### config.mk
export PLATFORM = sky130hd
export DESIGN_NAME = lcd_timing_generator
export DESIGN_NICKNAME = d
export VERILOG_FILES = /design/src/rtl/lcd_timing_generator.sv
export SDC_FILE = /design/constraint.sdc
export NUM_CORES = 1
export LEC_CHECK = 0
export ABC_AREA = 1
export ABC_CLOCK_PERIOD_IN_PS = 5850
export CAP_MARGIN = 20
export CELL_PAD_IN_SITES_DETAIL_PLACEMENT = 0
export CELL_PAD_IN_SITES_GLOBAL_PLACEMENT = 1
export CORE_ASPECT_RATIO = 1.1
export CORE_MARGIN = 1.5
export CORE_UTILIZATION = 40
export DETAILED_ROUTE_END_ITERATION = 8
export PLACE_DENSITY_LB_ADDON = 0.1
export SLEW_MARGIN = 20
export SYNTH_ARGS = -nofsm -noshare
export SYNTH_HDL_FRONTEND = slang
export SYNTH_SLANG_ARGS = --single-unit
### constraint.sdc
create_clock -name clock -period 5.85 [get_ports clock]
set_clock_uncertainty 0.05 [all_clocks]
set_input_delay 0.8775 -clock clock [delete_from_list [all_inputs] [get_ports clock]]
set_output_delay 0.8775 -clock clock [all_outputs]
set_load 0.02 [all_outputs]
### src/rtl/lcd_timing_generator.sv
// Raster timing generator and pixel register stage for a parallel RGB LCD panel.
// Optional colour-bar source: define LCD_TEST_PATTERN_EN to add the test_pattern input.
module lcd_timing_generator #(
  parameter int unsigned H_ACTIVE         = 800,
  parameter int unsigned H_FRONT          = 40,
  parameter int unsigned H_SYNC           = 48,
  parameter int unsigned H_BACK           = 40,
  parameter int unsigned V_ACTIVE         = 480,
  parameter int unsigned V_FRONT          = 13,
  parameter int unsigned V_SYNC           = 3,
  parameter int unsigned V_BACK           = 29,
  parameter bit          SYNC_ACTIVE_HIGH = 1'b0
) (
  input  logic        clock,
  input  logic        reset_n,
`ifdef LCD_TEST_PATTERN_EN
  input  logic        test_pattern,
`endif
  input  logic [7:0]  fb_red,
  input  logic [7:0]  fb_green,
  input  logic [7:0]  fb_blue,
  output logic        lcd_tick,
  output logic        lcd_next_frame,
  output logic        lcd_data_enable,
  output logic        lcd_pclk,
  output logic        lcd_hsync,
  output logic        lcd_vsync,
  output logic        lcd_de,
  output logic [7:0]  lcd_r,
  output logic [7:0]  lcd_g,
  output logic [7:0]  lcd_b,
  output logic [15:0] frame_count
);

  localparam int unsigned H_TOTAL = H_ACTIVE + H_FRONT + H_SYNC + H_BACK;
  localparam int unsigned V_TOTAL = V_ACTIVE + V_FRONT + V_SYNC + V_BACK;
  localparam int HW = $clog2(H_TOTAL);
  localparam int VW = $clog2(V_TOTAL);
  localparam logic [HW-1:0] H_LAST = HW'(H_TOTAL - 1);
  localparam logic [VW-1:0] V_LAST = VW'(V_TOTAL - 1);
  localparam logic SYNC_IDLE = ~SYNC_ACTIVE_HIGH;

  logic          tick_q, tick_d;
  logic [HW-1:0] h_count_q, h_count_d;
  logic [VW-1:0] v_count_q, v_count_d;
  logic          de_q, de_d;
  logic          next_frame_q, next_frame_d;
  logic [15:0]   frame_count_q, frame_count_d;
  logic          hsync_q, hsync_d;
  logic          vsync_q, vsync_d;
  logic          pde_q, pde_d;
  logic [7:0]    r_q, r_d, g_q, g_d, b_q, b_d;
  logic          hs_act, vs_act;
  logic [7:0]    pix_r, pix_g, pix_b;

  always_comb begin
    hs_act = (32'(h_count_q) >= H_ACTIVE + H_FRONT) &&
             (32'(h_count_q) <  H_ACTIVE + H_FRONT + H_SYNC);
    vs_act = (32'(v_count_q) >= V_ACTIVE + V_FRONT) &&
             (32'(v_count_q) <  V_ACTIVE + V_FRONT + V_SYNC);
  end

`ifdef LCD_TEST_PATTERN_EN
  logic [2:0] bar_idx;
  always_comb begin
    bar_idx = 3'((32'(h_count_q) * 32'd8) / H_ACTIVE);
    pix_r   = fb_red;
    pix_g   = fb_green;
    pix_b   = fb_blue;
    if (test_pattern) begin
      pix_r = {8{bar_idx[0]}};
      pix_g = {8{bar_idx[1]}};
      pix_b = {8{bar_idx[2]}};
    end
  end
`else
  always_comb begin
    pix_r = fb_red;
    pix_g = fb_green;
    pix_b = fb_blue;
  end
`endif

  always_comb begin
    tick_d        = ~tick_q;
    h_count_d     = h_count_q;
    v_count_d     = v_count_q;
    next_frame_d  = 1'b0;
    frame_count_d = frame_count_q;
    hsync_d       = hsync_q;
    vsync_d       = vsync_q;
    pde_d         = pde_q;
    r_d           = r_q;
    g_d           = g_q;
    b_d           = b_q;
    if (tick_q) begin
      if (h_count_q == H_LAST) begin
        h_count_d    = '0;
        v_count_d    = (v_count_q == V_LAST) ? '0 : v_count_q + VW'(1);
        next_frame_d = (32'(v_count_d) == V_ACTIVE);
      end else begin
        h_count_d = h_count_q + HW'(1);
      end
      // Panel stage latches the pixel that was current during this tick.
      pde_d   = de_q;
      hsync_d = hs_act ? SYNC_ACTIVE_HIGH : SYNC_IDLE;
      vsync_d = vs_act ? SYNC_ACTIVE_HIGH : SYNC_IDLE;
      r_d     = de_q ? pix_r : 8'h00;
      g_d     = de_q ? pix_g : 8'h00;
      b_d     = de_q ? pix_b : 8'h00;
    end
    if (next_frame_d) frame_count_d = frame_count_q + 16'd1;
    // DE follows the upcoming counters so it stays flat across both clocks of a pixel.
    de_d = (32'(h_count_d) < H_ACTIVE) && (32'(v_count_d) < V_ACTIVE);
  end

  always_ff @(posedge clock or negedge reset_n) begin
    if (!reset_n) begin
      tick_q        <= 1'b0;
      h_count_q     <= '0;
      v_count_q     <= '0;
      de_q          <= 1'b0;
      next_frame_q  <= 1'b0;
      frame_count_q <= 16'd0;
      hsync_q       <= SYNC_IDLE;
      vsync_q       <= SYNC_IDLE;
      pde_q         <= 1'b0;
      r_q           <= 8'h00;
      g_q           <= 8'h00;
      b_q           <= 8'h00;
    end else begin
      tick_q        <= tick_d;
      h_count_q     <= h_count_d;
      v_count_q     <= v_count_d;
      de_q          <= de_d;
      next_frame_q  <= next_frame_d;
      frame_count_q <= frame_count_d;
      hsync_q       <= hsync_d;
      vsync_q       <= vsync_d;
      pde_q         <= pde_d;
      r_q           <= r_d;
      g_q           <= g_d;
      b_q           <= b_d;
    end
  end

  assign lcd_tick        = tick_q;
  assign lcd_pclk        = ~tick_q;
  assign lcd_next_frame  = next_frame_q;
  assign lcd_data_enable = de_q;
  assign lcd_hsync       = hsync_q;
  assign lcd_vsync       = vsync_q;
  assign lcd_de          = pde_q;
  assign lcd_r           = r_q;
  assign lcd_g           = g_q;
  assign lcd_b           = b_q;
  assign frame_count     = frame_count_q;

endmodule

* Yosys cells after proc, flatten, opt, wreduce, memory -nomap -nowiden
Index checks and enable logic that the tools add are counted.
Storage, ports and cells: register bits 66, word-level logic and storage cells 40
Cells by class: add/subtract/negate cells 3, order comparisons 6, eq/ne operators 3, multiplexer cells 12, bitwise logic cells 1, reductions and logical operators 3
Operators by type and width (count):
- $mux W10 | 5
- $mux W8 | 3
- $add A10 B1 Y10 const B | 2
- $eq A10 B10 Y1 const B | 2
- $lt A10 B10 Y1 const B | 2
- $lt A10 B9 Y1 const B | 2
- $add A16 B1 Y16 const B | 1
- $eq A10 B9 Y1 const B | 1
- $ge A10 B10 Y1 const B | 1
- $ge A10 B9 Y1 const B | 1
- $mux W1 | 4
- $logic_and A1 B1 Y1 | 3
- $not A1 Y1 | 1

* Longest topological paths before layout
depth after elaboration 6, mapped depth 13

* Worst setup path after synthesis
Ideal clock, no wire load.
path kind reg-to-output, from register tick_q, in the netlist lcd_tick, to output port lcd_pclk, data arrival time 1060 ps, data required time 4923 ps, slack 3863 ps, stages on the path, launching flop included 3, cells stage by stage dfrtp_1 -> clkinv_1 -> clkbuf_1
On the way: cells in the longest elaborated chain, start to end 1
RTL lines:
- start: declaration | line 43 | logic tick_q, tick_d;
- start signal: assignment | line 132 | tick_q <= tick_d;
- $not A1 Y1 | line 148 | assign lcd_pclk = ~tick_q;
- end: declaration | line 25 | output logic lcd_pclk,
No other way between the ends.

* Final worst setup path
Ends and elaborated chain as after synthesis.

==> summary.txt <==
Synth
  – Avg Inst Size Synth: 7.70 um2
  – Post-synthesis sequential area ratio: 46.8%
  – Post-Syn Nets: 492
  – Area of the mapped netlist: 0.00353 mm2
  – Cell variety after synth: 33
  – FF+latch count, synth: 66
  – Ys Warns: 0
  – Mapped Cells: 459

Timing
  – RSZ-0062 raised after global routing: no
  – Headroom to the max-slew limit: 41.5%
  – Fin crit share: 51.0%
  – Final setup fails: 0
  – Final min period: 2.99 ns
  – Total Neg Setup Slack: 0 ns
  – Final Max Slew Viols: 0
  – Fmax: 0.335 GHz
  – Endpoints failing hold: 0
  – Worst-margin pin slew: 0.878 ns

Clocking
  – Post-CTS resize count: 0
  – Num CTS Buffers: 9
  – Postcts setup bufs: 0
  – Root Driver: clkbuf_8
  – CTS max path bufs: 2
  – CTS tree: built
  – Clock sinks: 66
  – CTS hold repair buffers: 0
  – Clk_lat worst skew: 0.34 ns
  – Worst-path clk slew: 0.06 ns
  – H-tree depth: 3

Global route
  – Largest net degree at the start of global routing: 67
  – GRT Resource Usage Total: 19.1%
  – Initial antenna violation count: 0
  – Vias in the first global route: 3,073
  – First-pass GRT wire length: 14.2 mm
  – Gr ovfl total: 0

Place
  – Final HPWL DP: 5.69 mm
  – I/O Buffers: 72
  – GP Congestion: 0.852
  – Post-Place Cell Area: 0.00436 mm2

Drt
  – WL final: 8.22 mm
  – DRT iter0 DRCs: 117
  – Top Layer Used: met4
  – Met2 routed WL: 3.81 mm
  – Vias after detailed routing: 3,171
  – Routed met3 length: 491 um
  – Vias/cell: 4.89
  – Post-route DRC: 0
  – Post-DR wirelength/cell: 12.7 um
  – WL met1: 3.77 mm
  – Antenna-violating nets left: 0
  – Initial DRT Pass Iterations: 4

Final layout
  – Fin area: 0.00454 mm2
  – Layout cells sized above 1: 9.11%
  – Antenna Cells: 0
  – Final nets: 566
  – Area occupied by multi-input gates: 0.00162 mm2
  – Fillers: 837
  – Register area: 0.00165 mm2
  – Syn-to-layout area delta: 28.7%

Floorplanning
  – Die area: 0.00940 mm2
  – Horiz. Die Dim: 92.6 um
  – Die Span Y: 102 um
  – Std-Cell Core Area: 0.00850 mm2
  – Row cnt: 35
  – Initial Util: 41.6%
  – Number of I/O pins: 73

Hold path
  – Hold crit path type: flip-flop to flip-flop

Pwr
  – Leakage: 2.14 nW
  – Power per cell area: 197 mW/mm2
  – Peak VDD IR: 123 uV

Worst setup path
  – WS Path Type: flip-flop to output port
  – Max FO, Critical Path: 28
  – Reg-to-reg slack, setup: 3.55 ns
  – WP data arrival: 2.06 ns
  – Setup crit end kind: output port
  – Crit path required time: 4.92 ns
  – Crit start category: flip-flop

Flow run
  – Max-cap violation count: 0

Status
  – Status: completed
## critical path, cell delays in order (launching register included)
cell             delay, ns
dfrtp_1               0.35
clkinv_1              0.62
clkdlybuf4s50_1       0.76
## sequential cells by signal, indices dropped and copies added, names as in the netlist
signal	count
lcd_g	8
lcd_next_frame	1
lcd_vsync	1
v_count_q	10
lcd_b	8
lcd_hsync	1
lcd_tick	1
lcd_de	1
frame_count	16
lcd_data_enable	1
h_count_q	10
lcd_r	8
## per-layer routing
| layer | track usage [%] | vias up |
|---|---|---|
| met3 | 4.95 | 13 |
| met5 | 0 | - |
| met2 | 30.9 | 74 |
| met4 | 8.28 | 0 |
| met1 | 24.3 | 1469 |
| li1 | - | 1615 |
## cell type report
type	count	share of cell area [%]
clock buffers	14	3.80
clock inverters	2	0.275
inverters	56	4.74
well taps	111	3.06
multi-input cells	326	35.7
repair buffers	74	16.1
flip-flops and latches	66	36.4
## metrics by stage
stage          power (mW)  setup slack (ns)  instances  hold WS, ns  util, %
2_1_floorplan       0.496              3.86        459        0.435        -
3_3_place_gp        0.541              3.21        633        0.407     51.3
3_5_place_dp        0.541              3.20        633        0.415     51.3
4_1_cts             0.914              2.82        649        0.432     53.5
5_1_grt             0.936              2.72        649        0.448     53.5
6_report            0.897              2.86        649        0.427     53.5
## worst paths after layout
path / endpoint / cells after the start / from
setup reg to reg: frame_count[2] / 8 / lcd_tick
hold / removal: lcd_g[7] / 2 / lcd_g[7]
max in group asynchronous: lcd_b[0] / 2 / reset_n
setup / recovery: lcd_pclk / 2 / lcd_tick
hold reg to reg: lcd_g[7] / 2 / lcd_g[7]
min in group asynchronous: v_count_q[0] / 2 / reset_n
## logic make-up (layout without fill, tap and decap cells)
kind of cell    count (synthesis)  after routing  share of synthesized area (%)
compound gates                 31             31                           4.92
xor+xnor                        6              6                           1.49
fa+ha+maj                       7              7                           2.48
buf+inv                        67            146                           7.30
flops                          66             66                           46.8
simple gates                  282            282                           37.0
## cells in the mapped netlist (all sizes together)
master | instances | area share (%)
a21o | 1 | 0.21
a21oi | 4 | 0.57
a31oi | 1 | 0.18
a41oi | 1 | 0.25
buf | 1 | 0.14
clkbuf | 10 | 1.1
clkinv | 2 | 0.35
dfrtp | 64 | 45
dfstp | 2 | 1.5
ha | 7 | 2.5
inv | 54 | 5.7
nand2 | 150 | 16
nand3 | 66 | 11
nand4 | 11 | 2.1
nor2 | 46 | 5.7
nor3 | 8 | 1.5
nor4 | 1 | 0.18
o21a | 1 | 0.21
o21ai | 21 | 3.0
o21bai | 2 | 0.53
xnor2 | 4 | 0.99
xor2 | 2 | 0.50
## placed cells by master (no fill, tap or decap), drive strengths merged, types with 7 or more instances in the layout
cell / count
nand4: 11
ha: 7
clkdlybuf4s50: 71
clkbuf: 14
nor3: 8
o21ai: 21
nand2: 150
inv: 54
nor2: 46
nand3: 66
dfrtp: 64
## report_power, final
group / switching (mW) / leakage (nW) / total [mW] / internal [mW]
registers: 0.00484 / 0.835 / 0.469 / 0.465
logic: 0.0290 / 1.21 / 0.0617 / 0.0327
clock network: 0.177 / 0.0927 / 0.366 / 0.189
No activity file was read; power rests on OpenSTA's default activity.
